File: src/rtl/uart_frame_uploader_pkg.sv
// Shared definitions for the status-frame uploader: FSM states, checksum modes, default headers.
// Latency: n/a (types and constants only).
// Backpressure: n/a.
package uart_frame_uploader_pkg;

   typedef enum logic [2:0] {
      ST_IDLE      = 3'd0,
      ST_LOAD      = 3'd1,
      ST_SETUP     = 3'd2,
      ST_STROBE    = 3'd3,
      ST_WAIT_DONE = 3'd4,
      ST_NEXT      = 3'd5
   } upl_state_e;

   localparam int CHK_SUM = 0;
   localparam int CHK_XOR = 1;

   localparam logic [7:0] HDR0_DEFAULT = 8'hAF;
   localparam logic [7:0] HDR1_DEFAULT = 8'hFA;

   // One checksum accumulation step; the sum is truncated to 8 bits.
   function automatic logic [7:0] chk_step(input logic [7:0] acc, input logic [7:0] b, input int mode);
      return (mode == CHK_XOR) ? (acc ^ b) : (acc + b);
   endfunction

endpackage

File: src/rtl/uart_frame_uploader_period_timer.sv
// Free-running period timer: counts 0..PERIOD_CYC-1 while enabled and flags the last count.
// Latency: tick is combinational from the count register; first tick PERIOD_CYC cycles after enable rises.
// Backpressure: none; ticks are never held, the consumer drops what it cannot take.
//  Ports: sys_clk, sys_rst_n (async, active-low), enable (run / hold at 0), tick (1-cycle period strobe).
module upload_period_timer
   import uart_frame_uploader_pkg::*;
#(
   parameter int CLK_FREQ  = 50_000_000,
   parameter int PERIOD_MS = 1000
) (
   input  logic sys_clk,
   input  logic sys_rst_n,
   input  logic enable,
   output logic tick
);

   localparam int PERIOD_CYC = CLK_FREQ / 1000 * PERIOD_MS;
   localparam int CNT_W      = (PERIOD_CYC > 1) ? $clog2(PERIOD_CYC) : 1;
   localparam logic [CNT_W-1:0] CNT_MAX = CNT_W'(PERIOD_CYC - 1);

   logic [CNT_W-1:0] cnt_q, cnt_d;

   always_comb begin
      cnt_d = '0;
      if (enable) begin
         cnt_d = (cnt_q == CNT_MAX) ? '0 : cnt_q + CNT_W'(1);
      end
   end

   always_ff @(posedge sys_clk or negedge sys_rst_n) begin
      if (!sys_rst_n) begin
         cnt_q <= '0;
      end else begin
         cnt_q <= cnt_d;
      end
   end

   assign tick = enable && (cnt_q == CNT_MAX);

endmodule

File: src/rtl/uart_frame_uploader.sv
// Periodic / triggered status-frame uploader driving a uart_send byte transmitter.
// Latency: start request to first send_en rise = 3 cycles with tx_busy low; frame = PAYLOAD_LEN+4 bytes.
// Backpressure: each byte waits for tx_busy low before setup and holds send_en until tx_busy rises
//  (or BUSY_TMO expires); start requests while a frame is in flight are dropped and flagged on overrun.
//  Ports: sys_clk/sys_rst_n; enable (periodic mode), trig (manual start), payload (status snapshot source),
//  tx_busy (transmitter busy); send_en/send_data (byte request), frame_busy, frame_done, overrun, tx_err,
//  frame_cnt (completed frames, wrapping).
module uart_frame_uploader
   import uart_frame_uploader_pkg::*;
#(
   parameter int         CLK_FREQ    = 50_000_000,
   parameter int         PERIOD_MS   = 1000,
   parameter int         PAYLOAD_LEN = 8,
   parameter logic [7:0] HDR0        = HDR0_DEFAULT,
   parameter logic [7:0] HDR1        = HDR1_DEFAULT,
   parameter int         CHK_MODE    = CHK_SUM,
   parameter int         BUSY_TMO    = 16
) (
   input  logic                     sys_clk,
   input  logic                     sys_rst_n,
   input  logic                     enable,
   input  logic                     trig,
   input  logic [PAYLOAD_LEN*8-1:0] payload,
   input  logic                     tx_busy,
   output logic                     send_en,
   output logic [7:0]               send_data,
   output logic                     frame_busy,
   output logic                     frame_done,
   output logic                     overrun,
   output logic                     tx_err,
   output logic [15:0]              frame_cnt
);

   localparam int NBYTES = PAYLOAD_LEN + 4;
   localparam int IDX_W  = $clog2(NBYTES);
   localparam int TMO_W  = $clog2(BUSY_TMO + 1);
   localparam logic [IDX_W-1:0] IDX_LAST = IDX_W'(NBYTES - 1);
   localparam logic [TMO_W-1:0] TMO_LAST = TMO_W'(BUSY_TMO - 1);
   localparam logic [TMO_W-1:0] TMO_MAX  = {TMO_W{1'b1}};
   localparam logic [7:0]       LEN_BYTE = 8'(PAYLOAD_LEN);

   logic tick;

   upload_period_timer #(
      .CLK_FREQ (CLK_FREQ),
      .PERIOD_MS(PERIOD_MS)
   ) u_timer (
      .sys_clk  (sys_clk),
      .sys_rst_n(sys_rst_n),
      .enable   (enable),
      .tick     (tick)
   );

   upl_state_e               state_q, state_d;
   logic [IDX_W-1:0]         idx_q, idx_d;
   logic [7:0]               chk_q, chk_d;
   logic [TMO_W-1:0]         tmo_q, tmo_d;
   logic [PAYLOAD_LEN*8-1:0] payload_q, payload_d;
   logic                     send_en_q, send_en_d;
   logic [7:0]               send_data_q, send_data_d;
   logic                     frame_busy_q, frame_busy_d;
   logic                     frame_done_q, frame_done_d;
   logic                     overrun_q, overrun_d;
   logic                     tx_err_q, tx_err_d;
   logic [15:0]              frame_cnt_q, frame_cnt_d;

   logic                     start_req;
   logic [7:0]               chk_upd;

   // Byte at frame position idx; the last position carries the running checksum.
   function automatic logic [7:0] frame_byte(input logic [IDX_W-1:0] idx,
                                             input logic [PAYLOAD_LEN*8-1:0] pl,
                                             input logic [7:0] chk);
      logic [IDX_W-1:0]         off;
      logic [PAYLOAD_LEN*8-1:0] sh;
      logic [7:0]               b;
      off = idx - IDX_W'(3);
      sh  = pl >> {off, 3'b000};
      b   = chk;
      if (idx == IDX_W'(0))      b = HDR0;
      else if (idx == IDX_W'(1)) b = HDR1;
      else if (idx == IDX_W'(2)) b = LEN_BYTE;
      else if (idx < IDX_LAST)   b = sh[7:0];
      return b;
   endfunction

   assign start_req = tick | trig;

   always_comb begin
      state_d      = state_q;
      idx_d        = idx_q;
      chk_d        = chk_q;
      tmo_d        = tmo_q;
      payload_d    = payload_q;
      send_en_d    = send_en_q;
      send_data_d  = send_data_q;
      frame_busy_d = frame_busy_q;
      frame_done_d = 1'b0;
      overrun_d    = 1'b0;
      tx_err_d     = 1'b0;
      frame_cnt_d  = frame_cnt_q;
      chk_upd      = chk_q;

      // tick and trig together are a single request, so they share one overrun pulse.
      if (start_req && (state_q != ST_IDLE)) begin
         overrun_d = 1'b1;
      end

      case (state_q)
         ST_IDLE: begin
            if (start_req) begin
               state_d      = ST_LOAD;
               payload_d    = payload;
               idx_d        = '0;
               chk_d        = '0;
               frame_busy_d = 1'b1;
            end
         end
         ST_LOAD: begin
            if (!tx_busy) begin
               // send_data is loaded on entry to SETUP so it is stable a full cycle before send_en.
               state_d     = ST_SETUP;
               send_data_d = frame_byte(idx_q, payload_q, chk_q);
            end
         end
         ST_SETUP: begin
            state_d   = ST_STROBE;
            send_en_d = 1'b1;
            tmo_d     = '0;
         end
         ST_STROBE: begin
            if (tx_busy) begin
               send_en_d = 1'b0;
               state_d   = ST_WAIT_DONE;
            end else if (tmo_q >= TMO_LAST) begin
               // Transmitter never acknowledged: report it and move on as if the byte went out.
               send_en_d = 1'b0;
               tx_err_d  = 1'b1;
               state_d   = ST_NEXT;
            end else if (tmo_q != TMO_MAX) begin
               tmo_d = tmo_q + TMO_W'(1);
            end
         end
         ST_WAIT_DONE: begin
            if (!tx_busy) begin
               state_d = ST_NEXT;
            end
         end
         ST_NEXT: begin
            // Only LEN and payload bytes feed the checksum; headers and the checksum byte itself do not.
            if ((idx_q >= IDX_W'(2)) && (idx_q < IDX_LAST)) begin
               chk_upd = chk_step(chk_q, frame_byte(idx_q, payload_q, chk_q), CHK_MODE);
            end
            chk_d = chk_upd;
            if (idx_q == IDX_LAST) begin
               frame_done_d = 1'b1;
               frame_cnt_d  = frame_cnt_q + 16'd1;
               frame_busy_d = 1'b0;
               state_d      = ST_IDLE;
            end else begin
               // chk_upd already includes the byte just sent, so the checksum byte is complete here.
               idx_d       = idx_q + IDX_W'(1);
               send_data_d = frame_byte(idx_q + IDX_W'(1), payload_q, chk_upd);
               state_d     = ST_SETUP;
            end
         end
         default: state_d = ST_IDLE;
      endcase
   end

   always_ff @(posedge sys_clk or negedge sys_rst_n) begin
      if (!sys_rst_n) begin
         state_q      <= ST_IDLE;
         idx_q        <= '0;
         chk_q        <= '0;
         tmo_q        <= '0;
         payload_q    <= '0;
         send_en_q    <= 1'b0;
         send_data_q  <= '0;
         frame_busy_q <= 1'b0;
         frame_done_q <= 1'b0;
         overrun_q    <= 1'b0;
         tx_err_q     <= 1'b0;
         frame_cnt_q  <= '0;
      end else begin
         state_q      <= state_d;
         idx_q        <= idx_d;
         chk_q        <= chk_d;
         tmo_q        <= tmo_d;
         payload_q    <= payload_d;
         send_en_q    <= send_en_d;
         send_data_q  <= send_data_d;
         frame_busy_q <= frame_busy_d;
         frame_done_q <= frame_done_d;
         overrun_q    <= overrun_d;
         tx_err_q     <= tx_err_d;
         frame_cnt_q  <= frame_cnt_d;
      end
   end

   assign send_en    = send_en_q;
   assign send_data  = send_data_q;
   assign frame_busy = frame_busy_q;
   assign frame_done = frame_done_q;
   assign overrun    = overrun_q;
   assign tx_err     = tx_err_q;
   assign frame_cnt  = frame_cnt_q;

endmodule

File: config.mk
export PLATFORM = sky130hd
export DESIGN_NAME = uart_frame_uploader
export DESIGN_NICKNAME = d
export VERILOG_FILES = /design/src/rtl/uart_frame_uploader_pkg.sv /design/src/rtl/uart_frame_uploader_period_timer.sv /design/src/rtl/uart_frame_uploader.sv
export SDC_FILE = /design/constraint.sdc
export NUM_CORES = 1
export LEC_CHECK = 0
export CORE_AREA = 3 3 174 108
export CTS_BUF_LIST = sky130_fd_sc_hd__clkbuf_8
export CTS_CLUSTER_DIAMETER = 40
export DETAILED_ROUTE_END_ITERATION = 12
export DIE_AREA = 0 0 177 111
export PLACE_DENSITY = 0.65
export SLEW_MARGIN = 20
export SYNTH_ARGS = -nofsm -noshare
export SYNTH_HDL_FRONTEND = slang
export SYNTH_SLANG_ARGS = --single-unit
File: constraint.sdc
create_clock -name sys_clk -period 4.7 [get_ports sys_clk]
set_input_delay 0.94 -clock sys_clk [delete_from_list [all_inputs] [get_ports sys_clk]]
set_output_delay 0.94 -clock sys_clk [all_outputs]
set_load 0.02 [all_outputs]
* Yosys cells after proc, flatten, opt, wreduce, memory -nomap -nowiden
Index checks and enable logic that the tools add are counted.
** Operators by class
- Bitwise operators :: 1
- Reduce and logical (&&, ||, !) cells :: 19
- Magnitude comparators :: 4
- Eq/ne operators :: 21
- Muxes and demuxes :: 44
- Add/subtract/negate cells :: 7
- Shift operators :: 2
** Operators by type and width (number)
- >> shifter 64 x 7 -> 8 bit :: 2
- two-way mux 8 bit :: 14
- two-way mux 26 bit :: 2
- case mux 8 bit (2 select lines) :: 2
- adder 26 x 1 -> 26 bit (second input constant) :: 1
- equality test 26 bit (second input constant) :: 1
- case mux 3 bit (6 select lines) :: 1
- adder 16 x 1 -> 16 bit (second input constant) :: 1
- inequality test 2 bit (second input constant) :: 8
- two-way mux 3 bit :: 5
- two-way mux 5 bit :: 3
- two-way mux 1 bit :: 10
- case mux 5 bit (2 select lines) :: 1
- AND reduction 3 bit :: 3
- adder 8 bit :: 1
- equality test 4 x 1 -> 1 bit (second input constant) :: 2
- equality test 4 x 2 -> 1 bit (second input constant) :: 2
- zero test 4 bit :: 2
- less-than comparator 4 bit (second input constant) :: 2
- two-way mux 4 bit :: 2
- case mux 4 bit (2 select lines) :: 1
- AND reduction 2 bit :: 4
- AND reduction 4 bit :: 2
- subtractor 4 x 2 -> 4 bit (second input constant) :: 2
- 17 further kinds :: 24
** Storage, ports and cells
- Word-level logic and storage cells :: 111
- Input port bits :: 69
- Output and inout port bits :: 29
- Register bits :: 139

* Longest topological paths before layout
- Depth in word-level cells :: 16
- Depth in mapped cells :: 17
- Mapped depth without buffers :: 16

* Hierarchy
From an unflattened synthesis, not the netlist that was laid out.
** Second synthesis, totals
- Cells, all modules :: 822
- Area, all modules :: 7835.0 um2
** Modules (own cells, without submodules)
- uart_frame_uploader :: sequential area each 2827.7 um2, cells each 677, area each 6451.2 um2, times used 1
- upload_period_timer :: sequential area each 650.6 um2, cells each 145, area each 1383.8 um2, times used 1

* Least setup slack after synthesis
OpenSTA, ideal clock, no wires.
- Path kind :: register to register
- From :: reg idx_q[0]
- To :: reg send_data_q[7] (netlist: send_data[7])
- Clock period less this slack :: 4.144 ns
- Library setup time :: 0.132 ns
- Stages on the path, launching flop included :: 15
- Setup slack :: 0.556 ns
- Arrival time :: 4.012 ns
- Required time :: 4.568 ns
- Buffers on the path :: 2
- Cell sequence :: dfrtp_1 -> inv_1 -> buf_1 -> ha_1 -> buf_6 -> mux4_1 -> mux2_2 -> a221o_1 -> ha_1 -> nand2_1 -> a21o_1 -> and3_1 -> mux2i_2 -> o221a_1 -> or3b_1
** On the way
- Longest elaborated chain between the ends :: 16
- Elaborated cells on any way between the ends :: 33
- Classes of those cells :: add/sub (4); order compare (3); eq/ne (6); shift (2); mux (14); reduce/logical (4)
** RTL lines
- from (decl) :: RTL line uart_frame_uploader.sv:55 : logic [IDX_W-1:0] idx_q, idx_d;
- from (signal assigned) :: RTL line uart_frame_uploader.sv:187 : idx_q <= idx_d;
- subtractor 4 x 2 -> 4 bit :: RTL line uart_frame_uploader.sv:77 : off = idx - IDX_W'(3);
- >> shifter 64 x 7 -> 8 bit :: RTL line uart_frame_uploader.sv:78 : sh = pl >> {off, 3'b000};
- two-way mux 8 bit :: RTL line uart_frame_uploader.sv:83 : else if (idx < IDX_LAST) b = sh[7:0];
- two-way mux 8 bit :: RTL line uart_frame_uploader.sv:82 : else if (idx == IDX_W'(2)) b = LEN_BYTE;
- two-way mux 8 bit :: RTL line uart_frame_uploader.sv:81 : else if (idx == IDX_W'(1)) b = HDR1;
- two-way mux 8 bit :: RTL line uart_frame_uploader.sv:80 : if (idx == IDX_W'(0)) b = HDR0;
- two-way mux 8 bit :: RTL line uart_frame_uploader.sv:151 : if ((idx_q >= IDX_W'(2)) && (idx_q < IDX_LAST)) begin
- two-way mux 8 bit :: RTL line uart_frame_uploader.sv:109 : case (state_q)
- adder 8 bit :: RTL line uart_frame_uploader_pkg.sv:23 : return (mode == CHK_XOR) ? (acc ^ b) : (acc + b);
- two-way mux 8 bit :: RTL line uart_frame_uploader.sv:151
- two-way mux 8 bit :: RTL line uart_frame_uploader.sv:83
- two-way mux 8 bit :: RTL line uart_frame_uploader.sv:82
- two-way mux 8 bit :: RTL line uart_frame_uploader.sv:81
- two-way mux 8 bit :: RTL line uart_frame_uploader.sv:80
- two-way mux 8 bit :: RTL line uart_frame_uploader.sv:155 : if (idx_q == IDX_LAST) begin
- case mux 8 bit (2 select lines) :: RTL line uart_frame_uploader.sv:109
- to (signal assigned) :: RTL line uart_frame_uploader.sv:192 : send_data_q <= send_data_d;
- to (decl) :: RTL line uart_frame_uploader.sv:60 : logic [7:0] send_data_q, send_data_d;
Several ways; a longest one is shown, not always the timed one. The select of a mux whose other input is x is not followed.
A chain may end at the register's enable or synchronous reset.

* Final worst setup path
Same ends and word-level chain as after synthesis.

==> impl_metrics.ini <==
[outcome]
status = finished, final reports clean

[logic_synthesis]
avgSynthCellArea_sq_um = 11.20
synth_top_area_share_pct = 44.61
async_flop_share_pct = 100.0
synthTopCellsByArea = dfrtp_1, mux2_2, mux4_2, ha_1, mux2i_1
synthFlopType = dfrtp_1
synth_cells = 696
ys_seq_area_share_pct = 44.61
ys_warn_count = 0
synth_nets = 786
synth.distinct_cells = 62
synth.largest_area_cell = dfrtp_1
syn_area_sq_mm = 0.007797
synth_seq_cells = 139
synth_edf_count = 0

[floorplanning]
die_y_um = 111
die_w_um = 177
io_pins = 98
coreArea_sq_mm = 0.01718
initial_core_util_pct = 45.40
die_area_sq_mm = 0.01965
rows = 37

[setup_path]
crit_path_max_fanout = 10
arrival_ns = 4.70
reg2reg_depth = 13
r2r-start = idx_q[0]
cp.required_ns = 5.04
crit_type = reg -> reg
regToRegSetupSlack_ns = 0.34
crit_path_start_kind = register
r2r_end = send_data[7]
crit_path_end_kind = register

[sta]
hold_viol = 0
min_period_ns = 4.359
final_max_slew_viol_count = 0
finalSetupTns_ns = 0
worst_slew_pin_slew_ns = 0.8662
setup_ws_ns = 0.3410
rsz0062_at_grt = false
finalCritPeriodShare_pct = 92.74
finalSetupViolations = 0
relSlewSlack_pct = 41.64
clock_skew_ns = 0.01644
fmaxAchievable_mhz = 229.4

[layout]
fin_nets = 880
area_growth_pct = 20.35
final_cell_mix = dfrtp_1, clkdlybuf4s50_1, mux2_2
layout-drive-gt1-share_pct = 18.80
multi_input_area_sq_mm = 0.004099
final_common_cell = dfrtp_1
final-seq-area_sq_mm = 0.003478
fill_cells = 1461
antenna_cells = 0
final_area_sq_mm = 0.009384
utilization_pct = 54.64

[clock_tree]
htreeDepth = 4
holdBufCountCts = 0
clock_latency_ns = 0.46
cts.clk_slew.worst_paths_ns = 0.09
cts_resized = 0
cts_buffers = 17
cts_root_buffer = clkbuf_8
clk_path_buf_depth = 2
cts_tree = done
clock-sinks = 139
post_cts_buffers = 0

[routing]
postRouteAntennaNets = 0
drc = 0
viasPerCell = 5.728
vias = 5940
post_drt_wl_per_cell_um = 20.35
dr.pass1.iters = 5
drt_iter0_drc = 532
drt_wl_total_um = 21110

[placed_design]
routabilityCongestion = 0.8793
hpwlAfterDp_um = 15710
placed_cell_area_sq_mm = 0.009012
post-place-ws_ns = 0.3803
port_buffers = 97

[run]
cap_violations = 0

[pwr]
p_leak_nw = 3.932
power.density_mw_per_mm2 = 528.9
total_power_mw = 4.963
peakVddDrop_uv = 237.6

[global_route]
overflow = 0
antenna_found_initial = 0
grt_pass1_wl_um = 33820
track_usage_pct = 22.06
grt_start_max_net_pins = 59
first_global_vias = 5879

[worst_hold_path]
hold_class = in -> async
## area by class of cell
type | instances | area share (%)
multi-input combinational | 506 | 43.68
timing repair buffer | 110 | 11.53
inverter | 16 | 0.6400
tap | 234 | 3.120
clock buffer | 18 | 2.640
clock inverter | 14 | 1.320
sequential | 139 | 37.07
## how the worst max path moves through the flow
stage,startpoint,to,slack (ns),cells past startpoint
after detailed placement,idx_q[0],send_data[7],0.38,13
after global placement,idx_q[0],send_data[7],0.55,13
after floorplan,idx_q[0],send_data[7],0.56,14
final,idx_q[0],send_data[7],0.34,13
after CTS,idx_q[0],send_data[7],0.37,13
after global routing,idx_q[0],send_data[7],0.04,13
## per-stage QoR
stage / hold WS (ns) / std cells
6_report: 0.4503 / 1037
5_1_grt: 0.4802 / 1037
4_1_cts: 0.4631 / 1037
3_5_place_dp: 0.4781 / 1005
3_3_place_gp: 0.4665 / 1005
2_1_floorplan: 0.4758 / 696
## layer usage
| metal | vias to the layer above | GRT usage [%] | routed length, um |
|---|---|---|---|
| met5 | - | 0 | 0 |
| met4 | 0 | 4.655 | 174 |
| met3 | 16 | 6.023 | 1372 |
| met2 | 165 | 28.42 | 8480 |
| met1 | 3008 | 36.12 | 11080 |
| li1 | 2751 | - | - |
## cell families after synthesis
group | synth area share [%]
fa+ha+maj | 3.466
simple gates | 11.89
buf+inv | 2.920
mux | 20.25
flops | 44.61
xor+xnor | 5.424
compound gates | 11.44
## synthesized netlist by cell type (7+ instances only)
cell	instances
o21ai_0	39
nor3_1	12
mux2i_1	21
nand4_1	11
nor2b_1	7
xor2_1	21
clkbuf_1	18
nor2_1	51
mux2_2	68
dfrtp_1	139
inv_1	15
xnor2_1	21
nand3_1	20
and3_1	14
buf_2	8
a21oi_1	23
ha_1	20
nand2_1	51
o22ai_1	9
mux4_2	25
## power by group
| part | leakage (nW) | internal (mW) | switching, mW |
|---|---|---|---|
| registers | 1.76 | 1.57 | 0.356 |
| clock network | 0.182 | 0.398 | 0.526 |
| logic | 1.99 | 1.10 | 1.01 |
## worst max-delay path, stage by stage (launching register included)
cell and delay [ns]:
dfrtp_1 0.51, inv_1 0.10, ha_1 0.64, mux4_2 0.58, mux2i_1 0.22, o21ai_0 0.21, ha_1 0.39, and2_1 0.18
a221oi_1 0.35, a21o_1 0.18, a21oi_1 0.07, mux2i_2 0.23, o221a_1 0.22, or3b_1 0.36
## flip-flops by register name, indices dropped and copies added (netlist names)
register,count
chk_q,8
frame_busy,1
frame_cnt,16
frame_done,1
idx_q,4
overrun,1
payload_q,64
send_data,8
send_en,1
state_q,3
tmo_q,5
tx_err,1
u_timer.cnt_q,26
Power figures use the tool's default switching activity.
